**src/rtl/button_controller_if.sv**
```systemverilog
// Button and display/counter-control signals between the deglitch stage,
// the button controller, and the display/counter blocks.
interface button_controller_if;
    logic       nMode_deglitch;
    logic       nTrip_deglitch;
    logic [1:0] mode;
    logic       units;
    logic       trip_sel;
    logic       mode_step;
    logic       clear_trip;
    logic       clear_all;

    modport master (
        output nMode_deglitch,
        output nTrip_deglitch,
        input  mode,
        input  units,
        input  trip_sel,
        input  mode_step,
        input  clear_trip,
        input  clear_all
    );

    modport slave (
        input  nMode_deglitch,
        input  nTrip_deglitch,
        output mode,
        output units,
        output trip_sel,
        output mode_step,
        output clear_trip,
        output clear_all
    );
endinterface

```
**src/rtl/button_controller.sv**
```systemverilog
// Classifies Mode/Trip presses as short, long or combo and drives display
// configuration plus one-cycle clear commands; all outputs registered.
//
// state     | meaning
// ----------+--------------------------------------------------------------
// IDLE      | no button held, waiting for a press
// M_DOWN    | Mode alone held, timing for short/long
// T_DOWN    | Trip alone held, timing for short/long
// BOTH_DOWN | both held, timing for the combo long press
// WAIT_REL  | action decided (or press aborted), waiting for both released
module button_controller #(
    parameter int LONG_PRESS = 32768,
    parameter int MODES      = 4
) (
    input logic               clock,
    input logic               nRst,
    button_controller_if.slave btn
);
    typedef enum logic [2:0] {
        IDLE      = 3'd0,
        M_DOWN    = 3'd1,
        T_DOWN    = 3'd2,
        BOTH_DOWN = 3'd3,
        WAIT_REL  = 3'd4
    } state_t;

    localparam logic [15:0] HOLD_MAX  = 16'(LONG_PRESS - 1);
    localparam logic [1:0]  MODE_LAST = 2'(MODES - 1);

    state_t      state;
    state_t      nextState;
    logic [15:0] holdCnt;

    logic [1:0]  modeReg;
    logic        unitsReg;
    logic        tripSelReg;
    logic        stepReg;
    logic        clrTripReg;
    logic        clrAllReg;

    logic [1:0]  modeNext;
    logic        unitsNext;
    logic        tripSelNext;
    logic        stepNext;
    logic        clrTripNext;
    logic        clrAllNext;

    logic        modeDown;
    logic        tripDown;
    logic        isLong;
    logic        timing;

    assign modeDown = ~btn.nMode_deglitch;
    assign tripDown = ~btn.nTrip_deglitch;
    // The long condition takes priority over a release or second press in the same cycle.
    assign isLong   = (holdCnt == HOLD_MAX);
    assign timing   = (state == M_DOWN) || (state == T_DOWN) || (state == BOTH_DOWN);

    always_ff @(posedge clock or negedge nRst) begin
        if (!nRst) begin
            state      <= IDLE;
            holdCnt    <= '0;
            modeReg    <= '0;
            unitsReg   <= 1'b0;
            tripSelReg <= 1'b0;
            stepReg    <= 1'b0;
            clrTripReg <= 1'b0;
            clrAllReg  <= 1'b0;
        end else begin
            state      <= nextState;
            modeReg    <= modeNext;
            unitsReg   <= unitsNext;
            tripSelReg <= tripSelNext;
            stepReg    <= stepNext;
            clrTripReg <= clrTripNext;
            clrAllReg  <= clrAllNext;
            if (nextState != state) begin
                holdCnt <= '0;
            end else if (timing && !isLong) begin
                holdCnt <= holdCnt + 16'd1;
            end
        end
    end

    always_comb begin
        nextState = state;
        case (state)
            IDLE: begin
                if (modeDown && tripDown) begin
                    nextState = BOTH_DOWN;
                end else if (modeDown) begin
                    nextState = M_DOWN;
                end else if (tripDown) begin
                    nextState = T_DOWN;
                end
            end
            M_DOWN: begin
                if (isLong) begin
                    nextState = WAIT_REL;
                end else if (tripDown) begin
                    nextState = BOTH_DOWN;
                end else if (!modeDown) begin
                    nextState = IDLE;
                end
            end
            T_DOWN: begin
                if (isLong) begin
                    nextState = WAIT_REL;
                end else if (modeDown) begin
                    nextState = BOTH_DOWN;
                end else if (!tripDown) begin
                    nextState = IDLE;
                end
            end
            BOTH_DOWN: begin
                if (isLong || !modeDown || !tripDown) begin
                    nextState = WAIT_REL;
                end
            end
            WAIT_REL: begin
                if (!modeDown && !tripDown) begin
                    nextState = IDLE;
                end
            end
            default: nextState = IDLE;
        endcase
    end

    always_comb begin
        modeNext    = modeReg;
        unitsNext   = unitsReg;
        tripSelNext = tripSelReg;
        stepNext    = 1'b0;
        clrTripNext = 1'b0;
        clrAllNext  = 1'b0;
        case (state)
            M_DOWN: begin
                if (isLong) begin
                    unitsNext = ~unitsReg;
                end else if (!tripDown && !modeDown) begin
                    stepNext = 1'b1;
                    modeNext = (modeReg == MODE_LAST) ? 2'd0 : modeReg + 2'd1;
                end
            end
            T_DOWN: begin
                if (isLong) begin
                    clrTripNext = 1'b1;
                end else if (!modeDown && !tripDown) begin
                    tripSelNext = ~tripSelReg;
                end
            end
            BOTH_DOWN: begin
                if (isLong) begin
                    clrAllNext = 1'b1;
                end
            end
            default: begin
            end
        endcase
    end

    assign btn.mode       = modeReg;
    assign btn.units      = unitsReg;
    assign btn.trip_sel   = tripSelReg;
    assign btn.mode_step  = stepReg;
    assign btn.clear_trip = clrTripReg;
    assign btn.clear_all  = clrAllReg;
endmodule

```
**src/flat_wrapper.sv**
```systemverilog
// flat-port wrapper written by rule: the top's interface ports become plain ports
module button_controller_flat 
#(
    parameter int LONG_PRESS = 32768,
    parameter int MODES      = 4
)
  (clock, nRst, btn_nMode_deglitch, btn_nTrip_deglitch, btn_mode, btn_units, btn_trip_sel, btn_mode_step, btn_clear_trip, btn_clear_all);
  button_controller_if btn_i ();
  input logic clock;
  input logic nRst;
  input wire logic [$bits(btn_i.nMode_deglitch)-1:0] btn_nMode_deglitch;
  input wire logic [$bits(btn_i.nTrip_deglitch)-1:0] btn_nTrip_deglitch;
  output wire logic [$bits(btn_i.mode)-1:0] btn_mode;
  output wire logic [$bits(btn_i.units)-1:0] btn_units;
  output wire logic [$bits(btn_i.trip_sel)-1:0] btn_trip_sel;
  output wire logic [$bits(btn_i.mode_step)-1:0] btn_mode_step;
  output wire logic [$bits(btn_i.clear_trip)-1:0] btn_clear_trip;
  output wire logic [$bits(btn_i.clear_all)-1:0] btn_clear_all;
  assign btn_i.nMode_deglitch = btn_nMode_deglitch;
  assign btn_i.nTrip_deglitch = btn_nTrip_deglitch;
  assign btn_mode = btn_i.mode;
  assign btn_units = btn_i.units;
  assign btn_trip_sel = btn_i.trip_sel;
  assign btn_mode_step = btn_i.mode_step;
  assign btn_clear_trip = btn_i.clear_trip;
  assign btn_clear_all = btn_i.clear_all;
  button_controller #(.LONG_PRESS(LONG_PRESS), .MODES(MODES)) u_core (.clock(clock), .nRst(nRst), .btn(btn_i));
endmodule
```
**config.mk**
```make
export PLATFORM = sky130hd
export DESIGN_NAME = button_controller_flat
export DESIGN_NICKNAME = d
export VERILOG_FILES = /design/src/rtl/button_controller_if.sv /design/src/rtl/button_controller.sv /design/src/flat_wrapper.sv
export SDC_FILE = /design/constraint.sdc
export NUM_CORES = 1
export LEC_CHECK = 0
export ABC_AREA = 1
export CAP_MARGIN = 5
export CORE_UTILIZATION = 60
export DETAILED_ROUTE_END_ITERATION = 12
export PLACE_DENSITY = 0.82
export SYNTH_ARGS = -nofsm -noshare
export SYNTH_HDL_FRONTEND = slang
export SYNTH_SLANG_ARGS = --single-unit
```
**constraint.sdc**
```tcl
create_clock -name clock -period 3.3 [get_ports clock]
set_clock_uncertainty 0.15 [all_clocks]
set_input_delay 0.66 -clock clock [delete_from_list [all_inputs] [get_ports clock]]
set_output_delay 0.66 -clock clock [all_outputs]
set_load 0.02 [all_outputs]
```
==> tab_implementation.tex <==
\begin{tabular}{lr}
\hline
Metric & Value \\
\hline
\multicolumn{2}{l}{\textbf{Setup path}} \\
\quad Last element of the critical path & u\_core.holdCnt[5] \\
\quad Endpoint of the most critical register-to-register path & u\_core.holdCnt[5] \\
\quad Endpoint required time on the critical path & 3.38 ns \\
\quad Library cell contributing the largest single delay on the critical path & sky130\_fd\_sc\_hd\_\_dfrtp\_1 \\
\quad List of cells traversed by the critical path & ha\_1, nand3\_2, inv\_1, nand2\_2, nor2\_4, nor3\_2, buf\_4, nand2\_1, nor3\_1, xnor2\_1, nor2\_1 \\
\quad CP Data Arrival Time & roughly 2.5 ns \\
\quad Critical path peak fanout & 8 \\
\quad Critical path type & reg -> reg \\
\quad Critical Path Max Stage Delay & $\sim$0.42 ns \\
\quad Register-to-register path setup slack & 0.89 ns \\
\quad Reg2reg start & u\_core.holdCnt[0] \\
\quad Worst setup path startpoint & u\_core.holdCnt[0] \\
\quad Kind of capture point of the worst setup path & flop \\
\quad Worst reg2reg path depth & 11 \\
\quad Startpoint type of the worst setup path & flop \\
\multicolumn{2}{l}{\textbf{Clocking}} \\
\quad H-tree level count & 1 \\
\quad PostCTS Resize Cnt & 0 \\
\quad Post-cts hold buffer count & 0 \\
\quad Buffer cell driving the clock tree root & sky130\_fd\_sc\_hd\_\_clkbuf\_4 \\
\quad Worst-path clk slew & 0.14 ns \\
\quad Clock tree from TritonCTS & built \\
\quad Count of buffers added by post-CTS timing repair for setup & 0 \\
\quad Longest Clk Path Bufs & 2 \\
\quad Clock buffers created by TritonCTS & 3 \\
\quad Clock sinks & 26 \\
\quad Clock insertion delay at the later pin of the skew report & 0.32 ns \\
\multicolumn{2}{l}{\textbf{STA}} \\
\quad Final number of max-transition violations & 0 \\
\quad Pin slew with the least headroom to its limit & roughly 0.5 ns \\
\quad Period utilization & around 73\% \\
\quad Final count of negative-setup-slack endpoints & 0 \\
\quad Total negative slack & 0 ns \\
\quad Endpoints failing hold & 0 \\
\quad Max\_slew headroom & 66.35\% \\
\quad Final min period & about 2.4 ns \\
\quad Setup repair after global routing missed its margin & no \\
\quad Maximum operating frequency & $\sim$420 MHz \\
\multicolumn{2}{l}{\textbf{Place}} \\
\quad Final HPWL DP & 2241 um \\
\quad GPL Wtd Cong & 0.8796 \\
\quad Standard cell area after detailed placement & about 1700 um\^{}2 \\
\quad Input/output buffers & 10 \\
\multicolumn{2}{l}{\textbf{Status}} \\
\quad Run status & complete, no violations \\
\multicolumn{2}{l}{\textbf{GRT}} \\
\quad Total Routing Usage GR & 25.83\% \\
\quad Largest net degree at the start of global routing & 27 \\
\quad Global route overflow & 0 \\
\quad Via count of the first global-routing pass & 1,274 \\
\quad Antenna violations before repair & 0 \\
\quad Wire length of the first global-routing pass & 5333 um \\
\multicolumn{2}{l}{\textbf{Cells and area}} \\
\quad Proportion of layout cells with a drive suffix above 1 & 11.06\% \\
\quad Leading cell types in the layout, fill and taps excluded & sky130\_fd\_sc\_hd\_\_nand2\_1, sky130\_fd\_sc\_hd\_\_nand3\_1, sky130\_fd\_sc\_hd\_\_dfrtp\_1 \\
\quad Antenna diode instance count & 0 \\
\quad Final net count & 224 \\
\quad Syn-to-layout area delta & 10.30\% \\
\quad Most frequent standard cell in the layout excluding fill and tap cells & sky130\_fd\_sc\_hd\_\_nand2\_1 \\
\quad Total non-filler cell area in the finished layout & 1742 um\^{}2 \\
\multicolumn{2}{l}{\textbf{Routing}} \\
\quad Post-route ant nets & 0 \\
\quad DRT Pass-1 Iters & 4 \\
\quad Post-detailed-route DRC marker count & 0 \\
\quad Number of violations reported at the end of detailed-routing iteration 0 & 34 \\
\quad Routed via count divided by cell count & 5.377 \\
\quad Routed WL per cell & 12.42 um \\
\quad Routed Wire Length & 3068 um \\
\quad Routed vias & 1,328 \\
\multicolumn{2}{l}{\textbf{Synthesis}} \\
\quad Count of cell types in the netlist & 22 \\
\quad Yosys warns & 0 \\
\quad Mapped Nets & 211 \\
\quad Average footprint of a synthesized cell & 7.703 um\^{}2 \\
\quad Synthesized instance count & 205 \\
\quad Cell Area, Synth & 1579 um\^{}2 \\
\quad Number of synthesized register bits & 26 \\
\quad Share of synthesized area occupied by flip-flops and latches & slightly above 40\% \\
\multicolumn{2}{l}{\textbf{Floorplan}} \\
\quad Area of the die & 2841 um\^{}2 \\
\quad Ports placed on the boundary & 11 \\
\quad Starting Density & 63.74\% \\
\quad Total number of placement rows & 18 \\
\quad Die outline height & 53.30 um \\
\quad Area of the core & $\sim$2500 um\^{}2 \\
\quad Horizontal extent of the die & 53.30 um \\
\multicolumn{2}{l}{\textbf{Hold path}} \\
\quad Path class of the lowest-slack min-delay path & reg -> reg \\
\multicolumn{2}{l}{\textbf{Pwr}} \\
\quad P\_leak & 0.8662 nW \\
\quad Power density normalized to cell area & approximately 630 nW/um\^{}2 \\
\quad Worst voltage drop across the vdd grid & roughly 550 uV \\
\multicolumn{2}{l}{\textbf{Job}} \\
\quad Max\_cap viols & 0 \\
\hline
\end{tabular}
layout make-up:
cell class | count | area, um^2
Multi-Input combinational cell | 149 | 804.5
Fill cell | 199 | 735.7
Sequential cell | 26 | 650.6
Timing Repair Buffer | 12 | 115.1
Inverter | 26 | 97.59
Tap cell | 30 | 37.54
Clock buffer | 4 | 36.28
how the worst min path moves through the flow:
stage | start | to | slack (ns) | cells past startpoint
6_report | u_core.btn.units | u_core.btn.units | 0.34 | 1
5_1_grt | u_core.btn.trip_sel | u_core.btn.trip_sel | 0.35 | 1
4_1_cts | u_core.btn.trip_sel | u_core.btn.trip_sel | 0.34 | 1
3_5_place_dp | u_core.btn.trip_sel | u_core.btn.trip_sel | 0.31 | 1
3_3_place_gp | u_core.btn.trip_sel | u_core.btn.trip_sel | 0.32 | 1
2_1_floorplan | nRst | u_core.btn.clear_all | 0.21 | 0
where the power goes:
part	total, mW	switching [mW]	leakage (nW)	internal (mW)
combinational	0.526	0.359	0.493	0.166
clock	0.164	0.0960	0.0210	0.0675
sequential	0.414	0.0531	0.353	0.361
critical path: cells and delay by family, from the launching register on:
family | cells | cell delay (ns)
fa+ha+maj | 1 | 0.24
flops | 1 | 0.42
simple gates | 7 | 1.02
buf+inv | 2 | 0.33
xor+xnor | 1 | 0.15
per-stage QoR:
| step | total power, mW | hold WS (ns) | setup slack, ns | std cells | util [%] |
|---|---|---|---|---|---|
| after global routing | 1.178 | 0.3455 | 0.6626 | 247 | 70.30 |
| final | 1.103 | 0.3395 | 0.8945 | 247 | 70.30 |
| after detailed placement | 0.9347 | 0.3148 | 0.5704 | 243 | 68.84 |
| after CTS | 1.100 | 0.3411 | 0.8934 | 247 | 70.30 |
| after global placement | 0.9197 | 0.3152 | 0.6601 | 243 | 68.84 |
| after floorplan | 0.8153 | 0.2144 | 1.371 | 205 | - |
cells by family (layout without fill, tap and decap cells):
logic type | after synthesis | after routing | synth area share [%]
buffers and inverters | 30 | 42 | 7.844
adders and majority gates | 2 | 2 | 1.585
xor gates and xnor gates | 16 | 16 | 8.875
and+or+nand+nor | 123 | 123 | 37.80
AOI/OAI and AO/OA | 8 | 8 | 2.694
DFF | 26 | 26 | 41.20
Yosys cell counts:
master                    number  area (um^2)
sky130_fd_sc_hd__a21oi_1       3        15.01
sky130_fd_sc_hd__buf_2         3        15.01
sky130_fd_sc_hd__buf_6         1        11.26
sky130_fd_sc_hd__dfrtp_1      26        650.6
sky130_fd_sc_hd__ha_1          2        25.02
sky130_fd_sc_hd__inv_1        23        86.33
sky130_fd_sc_hd__inv_2         3        11.26
sky130_fd_sc_hd__nand2_1      50        187.7
sky130_fd_sc_hd__nand2_2       3        18.77
sky130_fd_sc_hd__nand3_1      26        130.1
sky130_fd_sc_hd__nand3_2       4        40.04
sky130_fd_sc_hd__nand4_1       6        37.54
sky130_fd_sc_hd__nor2_1       17        63.81
sky130_fd_sc_hd__nor2_2        4        25.02
sky130_fd_sc_hd__nor2_4        2        22.52
sky130_fd_sc_hd__nor3_1        4        20.02
sky130_fd_sc_hd__nor3_2        2        20.02
sky130_fd_sc_hd__nor4_1        5        31.28
sky130_fd_sc_hd__o21a_1        1        7.510
sky130_fd_sc_hd__o21ai_0       4        20.02
sky130_fd_sc_hd__xnor2_1       5        43.79
sky130_fd_sc_hd__xor2_1       11        96.34
state kept, by name (all words and copies together), names as in the netlist:
register and cells:
u_core.btn.mode 2, u_core.btn.units 1, u_core.holdCnt 16, u_core.btn.trip_sel 1, u_core.state 3, u_core.btn.clear_trip 1
u_core.btn.clear_all 1, u_core.btn.mode_step 1
layer usage:
layer	wire length (um)	vias to the layer above	track usage (%)
met4	25	0	7.018
met2	1472	29	43.75
met5	0	-	0
met1	1457	610	33.69
met3	114	4	4.023
li1	-	685	-
Power figures use the tool's default switching activity.
